**config.mk**
```make
export PLATFORM = sky130hd
export DESIGN_NAME = audio_mixer
export DESIGN_NICKNAME = d
export VERILOG_FILES = /design/src/rtl/audio_mixer.sv
export SDC_FILE = /design/constraint.sdc
export NUM_CORES = 1
export LEC_CHECK = 0
export ABC_AREA = 0
export CELL_PAD_IN_SITES_DETAIL_PLACEMENT = 1
export CELL_PAD_IN_SITES_GLOBAL_PLACEMENT = 1
export CORE_ASPECT_RATIO = 0.75
export CORE_MARGIN = 8
export CORE_UTILIZATION = 38
export DETAILED_ROUTE_END_ITERATION = 7
export HOLD_SLACK_MARGIN = 0.1
export PLACE_DENSITY_LB_ADDON = 0.2
export SYNTH_ARGS = -nofsm -noshare
export SYNTH_HDL_FRONTEND = slang
export SYNTH_SLANG_ARGS = --single-unit
```
**constraint.sdc**
```tcl
create_clock -name clock -period 5.9 [get_ports clock]
set_input_delay 1.18 -clock clock [delete_from_list [all_inputs] [get_ports clock]]
set_output_delay 1.18 -clock clock [all_outputs]
set_load 0.02 [all_outputs]
```
**src/rtl/audio_mixer.sv**
```systemverilog
// Multi-source stereo mixer: time-multiplexes one multiply-accumulate per
// channel across NSRC slots, latches the saturated mix once per frame and
// drives a first-order sigma-delta DAC per channel from the latched mix.
module audio_mixer #(
  parameter int NSRC = 4,
  parameter int DW   = 8,
  parameter int VW   = 4
) (
  input  logic               clock,
  input  logic               reset,
  input  logic [NSRC*DW-1:0] src,
  input  logic [NSRC*VW-1:0] vol_l,
  input  logic [NSRC*VW-1:0] vol_r,
  input  logic [NSRC-1:0]    mute,
  output logic [DW-1:0]      lmix,
  output logic [DW-1:0]      rmix,
  output logic               strobe,
  output logic [1:0]         clip,
  output logic [1:0]         audio
);

  localparam int IW = (NSRC > 1) ? $clog2(NSRC) : 1;
  localparam int PW = DW + VW;
  // Room for NSRC full-scale products, so the running sum can never wrap.
  localparam int AW = DW + VW + $clog2(NSRC);
  localparam logic [IW-1:0] LAST = IW'(NSRC - 1);
  localparam logic [AW-1:0] FULL = AW'((1 << DW) - 1);

  logic [IW-1:0] idx;
  logic [DW-1:0] cur_src;
  logic [VW-1:0] cur_vl;
  logic [VW-1:0] cur_vr;
  logic          cur_mute;
  logic [PW-1:0] p_l;
  logic [PW-1:0] p_r;
  logic [AW-1:0] acc_l;
  logic [AW-1:0] acc_r;
  logic [AW-1:0] sum_l;
  logic [AW-1:0] sum_r;
  logic [AW-1:0] shf_l;
  logic [AW-1:0] shf_r;
  logic          sat_l;
  logic          sat_r;
  logic [DW-1:0] mix_l;
  logic [DW-1:0] mix_r;
  logic [DW:0]   dac_l;
  logic [DW:0]   dac_r;

  // Select only the current slot's source, volumes and mute bit.
  always_comb begin
    cur_src  = '0;
    cur_vl   = '0;
    cur_vr   = '0;
    cur_mute = 1'b0;
    for (int i = 0; i < NSRC; i++) begin
      if (idx == IW'(i)) begin
        cur_src  = src[i*DW +: DW];
        cur_vl   = vol_l[i*VW +: VW];
        cur_vr   = vol_r[i*VW +: VW];
        cur_mute = mute[i];
      end
    end
  end

  assign p_l = cur_mute ? '0 : (PW'(cur_src) * PW'(cur_vl));
  assign p_r = cur_mute ? '0 : (PW'(cur_src) * PW'(cur_vr));

  // Slot 0 starts a fresh frame, so the old total is dropped rather than cleared.
  assign sum_l = ((idx == '0) ? '0 : acc_l) + AW'(p_l);
  assign sum_r = ((idx == '0) ? '0 : acc_r) + AW'(p_r);

  // Volume 2^(VW-1) is unity gain.
  assign shf_l = sum_l >> (VW - 1);
  assign shf_r = sum_r >> (VW - 1);
  assign sat_l = (shf_l > FULL);
  assign sat_r = (shf_r > FULL);
  assign mix_l = sat_l ? {DW{1'b1}} : shf_l[DW-1:0];
  assign mix_r = sat_r ? {DW{1'b1}} : shf_r[DW-1:0];

  // Slot counter: 0..NSRC-1 then wrap; stays at 0 when NSRC is 1.
  always_ff @(posedge clock or posedge reset) begin
    if (reset) begin
      idx <= '0;
    end else if (idx == LAST) begin
      idx <= '0;
    end else begin
      idx <= idx + 1'b1;
    end
  end

  // Running per-channel sum of the weighted slot products.
  always_ff @(posedge clock or posedge reset) begin
    if (reset) begin
      acc_l <= '0;
      acc_r <= '0;
    end else begin
      acc_l <= sum_l;
      acc_r <= sum_r;
    end
  end

  // Latch the finished frame on the last slot and pulse strobe for one clock.
  always_ff @(posedge clock or posedge reset) begin
    if (reset) begin
      lmix   <= '0;
      rmix   <= '0;
      clip   <= '0;
      strobe <= 1'b0;
    end else begin
      strobe <= (idx == LAST);
      if (idx == LAST) begin
        lmix <= mix_l;
        rmix <= mix_r;
        clip <= {sat_r, sat_l};
      end
    end
  end

  // First-order sigma-delta: the carry out of the low DW bits is the bitstream.
  always_ff @(posedge clock or posedge reset) begin
    if (reset) begin
      dac_l <= '0;
      dac_r <= '0;
    end else begin
      dac_l <= {1'b0, dac_l[DW-1:0]} + {1'b0, lmix};
      dac_r <= {1'b0, dac_r[DW-1:0]} + {1'b0, rmix};
    end
  end

  assign audio = {dac_r[DW], dac_l[DW]};

endmodule

```
==> results of run 1 <==
[power groups by stage]
stage	Sequential, mW	Clock (mW)	Combinational, mW
2_1_floorplan	0.774	0	0.997
3_3_place_gp	0.719	0	1.58
3_5_place_dp	0.726	0	1.67
4_1_cts	0.720	0.630	1.81
5_1_grt	0.738	0.653	2.10
6_report	0.717	0.620	1.89
[worst min path at each step]
stage / startpoint / end / slack (ns) / cells after the start
after floorplan: dac_l[0] / dac_l[0] / 0.44 / 1
after global placement: dac_r[0] / dac_r[0] / 0.45 / 1
after detailed placement: dac_r[0] / dac_r[0] / 0.46 / 1
after CTS: dac_r[0] / dac_r[0] / 0.47 / 1
after global routing: dac_l[0] / dac_l[0] / 0.50 / 1
final: dac_r[0] / dac_r[0] / 0.47 / 1
[cells in the final DEF, fill, tap and decap left out, types with 14 or more instances in the layout]
cell                              netlist  final
sky130_fd_sc_hd__nor2_1               144    138
sky130_fd_sc_hd__buf_4                  2    124
sky130_fd_sc_hd__dfrtp_1               67     67
sky130_fd_sc_hd__clkdlybuf4s50_1        0     64
sky130_fd_sc_hd__ha_1                  76     63
sky130_fd_sc_hd__inv_1                 62     53
sky130_fd_sc_hd__a21oi_1               78     48
sky130_fd_sc_hd__a21oi_2                2     31
sky130_fd_sc_hd__nor2b_1               32     31
sky130_fd_sc_hd__fa_1                  28     24
sky130_fd_sc_hd__xnor2_1               25     23
sky130_fd_sc_hd__nand2_1               20     20
sky130_fd_sc_hd__xor2_1                20     20
sky130_fd_sc_hd__a21o_1                19     19
sky130_fd_sc_hd__buf_6                  0     17
sky130_fd_sc_hd__o21ai_0               33     15
sky130_fd_sc_hd__dlygate4sd2_1          0     14
[critical path, delay by kind of cell (launching register included)]
kind            cells  cell delay [ns]
compound gates     12             1.46
xor+xnor            1             0.17
fa+ha+maj           5             1.88
buf+inv             4             0.45
flops               1             0.42
mux                 1             0.32
simple gates        7             1.25
[stage by stage]
stage           util  area [um^2]  hold WS [ns]
3_3_place_gp   0.509         8120         0.453
2_1_floorplan      -         6230         0.443
4_1_cts        0.560         8940         0.472
6_report       0.577         9210         0.468
3_5_place_dp   0.509         8120         0.460
5_1_grt        0.577         9210         0.498
[final cells by class]
type	count	area, um^2
fillers	1861	6750
multi-input cells	577	4660
repair buffers	235	2040
flip-flops and latches	67	1680
well taps	210	263
inverters	62	233
clock buffers	9	225
clock inverters	6	115
[flip-flops by register name, indices dropped and copies added (netlist names)]
| register | flops |
|---|---|
| strobe | 1 |
| dac_l | 9 |
| dac_r | 9 |
| acc_l | 14 |
| clip | 2 |
| idx | 2 |
| lmix | 8 |
| rmix | 8 |
| acc_r | 14 |
[kinds of logic (layout without fill, tap and decap cells)]
| family | count (synthesis) | after routing | share of synthesized area |
|---|---|---|---|
| AOI/OAI and AO/OA | 185 | 185 | 0.180 |
| buffers and inverters | 85 | 312 | 0.0535 |
| and+or+nand+nor | 240 | 240 | 0.179 |
| muxes | 3 | 3 | 0.00608 |
| adders and majority gates | 104 | 104 | 0.245 |
| DFF | 67 | 67 | 0.272 |
| xor gates and xnor gates | 45 | 45 | 0.0639 |
[what timing repair did]
item / CTS / global route
pin swaps: 73 / 52
endpoints found under the setup margin: 25 / 25
gates resized for setup: 137 / 44
buffers inserted: 24 / 12
gates cloned: 2 / 1
[routing by layer]
metal | vias to the layer above | wire length (um) | GRT usage
met5 | - | 0 | 0
met1 | 3080 | 9250 | 0.250
li1 | 2904 | - | -
met4 | 0 | 381 | 0.0560
met3 | 40 | 520 | 0.0372
met2 | 92 | 11400 | 0.385
==> summary.txt, run 1 <==
Yosys
  • Syn nets: approximately 900
  • Top cell type's share of synthesized area: 0.272
  • Post-synthesis cell type with the largest combined area: sky130_fd_sc_hd__dfrtp_1
  • Library cell with the highest instance count after synthesis: sky130_fd_sc_hd__nor2_1
  • #FFs+latches synth: 67
  • Synth Warn #: 0
  • Top cells by count, synth: sky130_fd_sc_hd__nor2_1, sky130_fd_sc_hd__a21oi_1, sky130_fd_sc_hd__ha_1, sky130_fd_sc_hd__dfrtp_1, sky130_fd_sc_hd__inv_1
  • Count of flip-flops with a built-in enable after synthesis: 0
  • Syn Inst Count: 729
  • Fraction of the yosys area taken by sequential cells: 0.272
  • Largest cells by area after synthesis: sky130_fd_sc_hd__dfrtp_1, sky130_fd_sc_hd__ha_1, sky130_fd_sc_hd__fa_1
  • Number of distinct library cells after synthesis: 48
  • Post-Syn Area: ~6200 um^2
  • Synth async-reset ratio: 1.00
  • Mean area per synthesized cell: 8.46 um^2
  • Leading register cell type out of synthesis: sky130_fd_sc_hd__dfrtp_1

Pwr
  • Sequential power share: 0.222
  • Power Internal: 1.97 mW
  • Part of the power in the clock network: 0.192
  • P per Cell Area: 351 nW/um^2
  • Maximum VDD drop: 0.000231 V
  • Static Leak: between 4 and 5 nW
  • Fraction of power spent switching nets: 0.390
  • Share of total power in combinational logic: 0.586
  • Switching pwr: 1.26 mW
  • Total power: 3.23 mW

Detailed routing
  • Count of nets left with antenna violations after detail routing: 0
  • DRC violation count after routing: 0
  • Total wire length after detailed routing: 21.5 mm
  • Drt via density: 5.25
  • Number of detailed-route iterations in the first pass: 4
  • Starting DRC count in detailed routing: 257
  • Avg WL per Cell: approximately 18 um
  • Vias after detailed routing: approximately 6.1k

STA
  • Worst-case headroom to the max-slew limit: 0.438
  • Hold violation total from the final report: 0
  • Clk_skew: approximately 0.01 ns
  • Final setup violating endpoints: 18
  • Least setup slack across all paths after layout: -0.223 ns
  • Tcrit/Tclk final: 1.04
  • Pins over their slew limit: 0
  • F_max: approximately 160 MHz
  • Total Neg Setup Slack: -2.01 ns
  • Minimum clock period: 6.12 ns
  • Pin slew with the least headroom to its limit: 0.843 ns
  • Setup repair after global routing missed its margin: true

Worst setup path
  • Critical Path End Type: flip-flop
  • Path type of the worst setup path: flip-flop to flip-flop
  • Maximum net fanout on the critical path: 5
  • Longest individual stage delay on the worst path: 0.61 ns
  • Flop2flop setup slack: -0.22 ns
  • Critical path arrival: 6.31 ns
  • CP most frequent cell: sky130_fd_sc_hd__nor2_1
  • Reg2reg end: lmix[0]
  • Critical Path Start: idx[0]
  • CP max-delay cell: sky130_fd_sc_hd__fa_2
  • Crit Reg-Reg Startpoint: idx[0]
  • Launching element type of the critical path: flip-flop
  • Reg2reg path depth: 30
  • Required time reported for the critical path endpoint: 6.09 ns
  • Setup crit end: lmix[0]

CTS
  • TritonCTS clock tree: done
  • Clock Latency Late Sink: between 0.3 and 0.4 ns
  • Number of H-tree branching levels: 3
  • Number of clock sinks seen by CTS: 67
  • Clock root buffer: sky130_fd_sc_hd__clkbuf_16
  • Hold buffers post-CTS: 0
  • Maximum count of clock buffers along a single path: 2
  • CTS buffer count: 9
  • Clock-pin slew reported for the worst setup and hold paths after clock tree synthesis: 0.06 ns

Layout
  • Share of post-route cells with drive strength above 1: 0.298
  • Area growth from synthesis to layout: 49.3%
  • Count of inserted antenna diode cells: 0
  • Layout Cells excl Fill: 1166
  • Post-layout net count: 1126

Placement
  • Port Buffers: 90
  • Routability-driven placement congestion ratio: 0.872
  • HPWL after detailed placement: 15.1 mm
  • Setup WS pre-CTS: -0.849 ns
  • Placed Cells: roughly 1.1k

Global routing
  • First-pass GRT wire length: 35.2 mm
  • Total GRT Usage: 0.211
  • Maximum number of pins on one net before global-route repair: 42
  • Number of global-route vias before repair: 7026
  • Initial antenna violation count: 0
  • GR Overflow Total: 0

Floorplan
  • Row count: 40
  • Starting density of the core: 0.386
  • Die extent in y: 126 um
  • Die width: about 160 um
  • I/O pin count: 91
  • Area inside the core boundary: 16000 um^2
  • Area enclosed by the die boundary: 20600 um^2

Min path
  • Hold crit path type: flip-flop to flip-flop

Run status
  • Violations in the final reports: negative setup slack
  • Outcome: finished with violations

Flow run
  • Max-Cap Viols: 0
Note: power is estimated with default switching activity, not from simulation.
==> run 2, diff against run 1 <==
Settings changed: ABC_AREA 0 to unset.
==> results of run 2 <==
The final DEF is identical to that of run 1; final timing and power are the same.
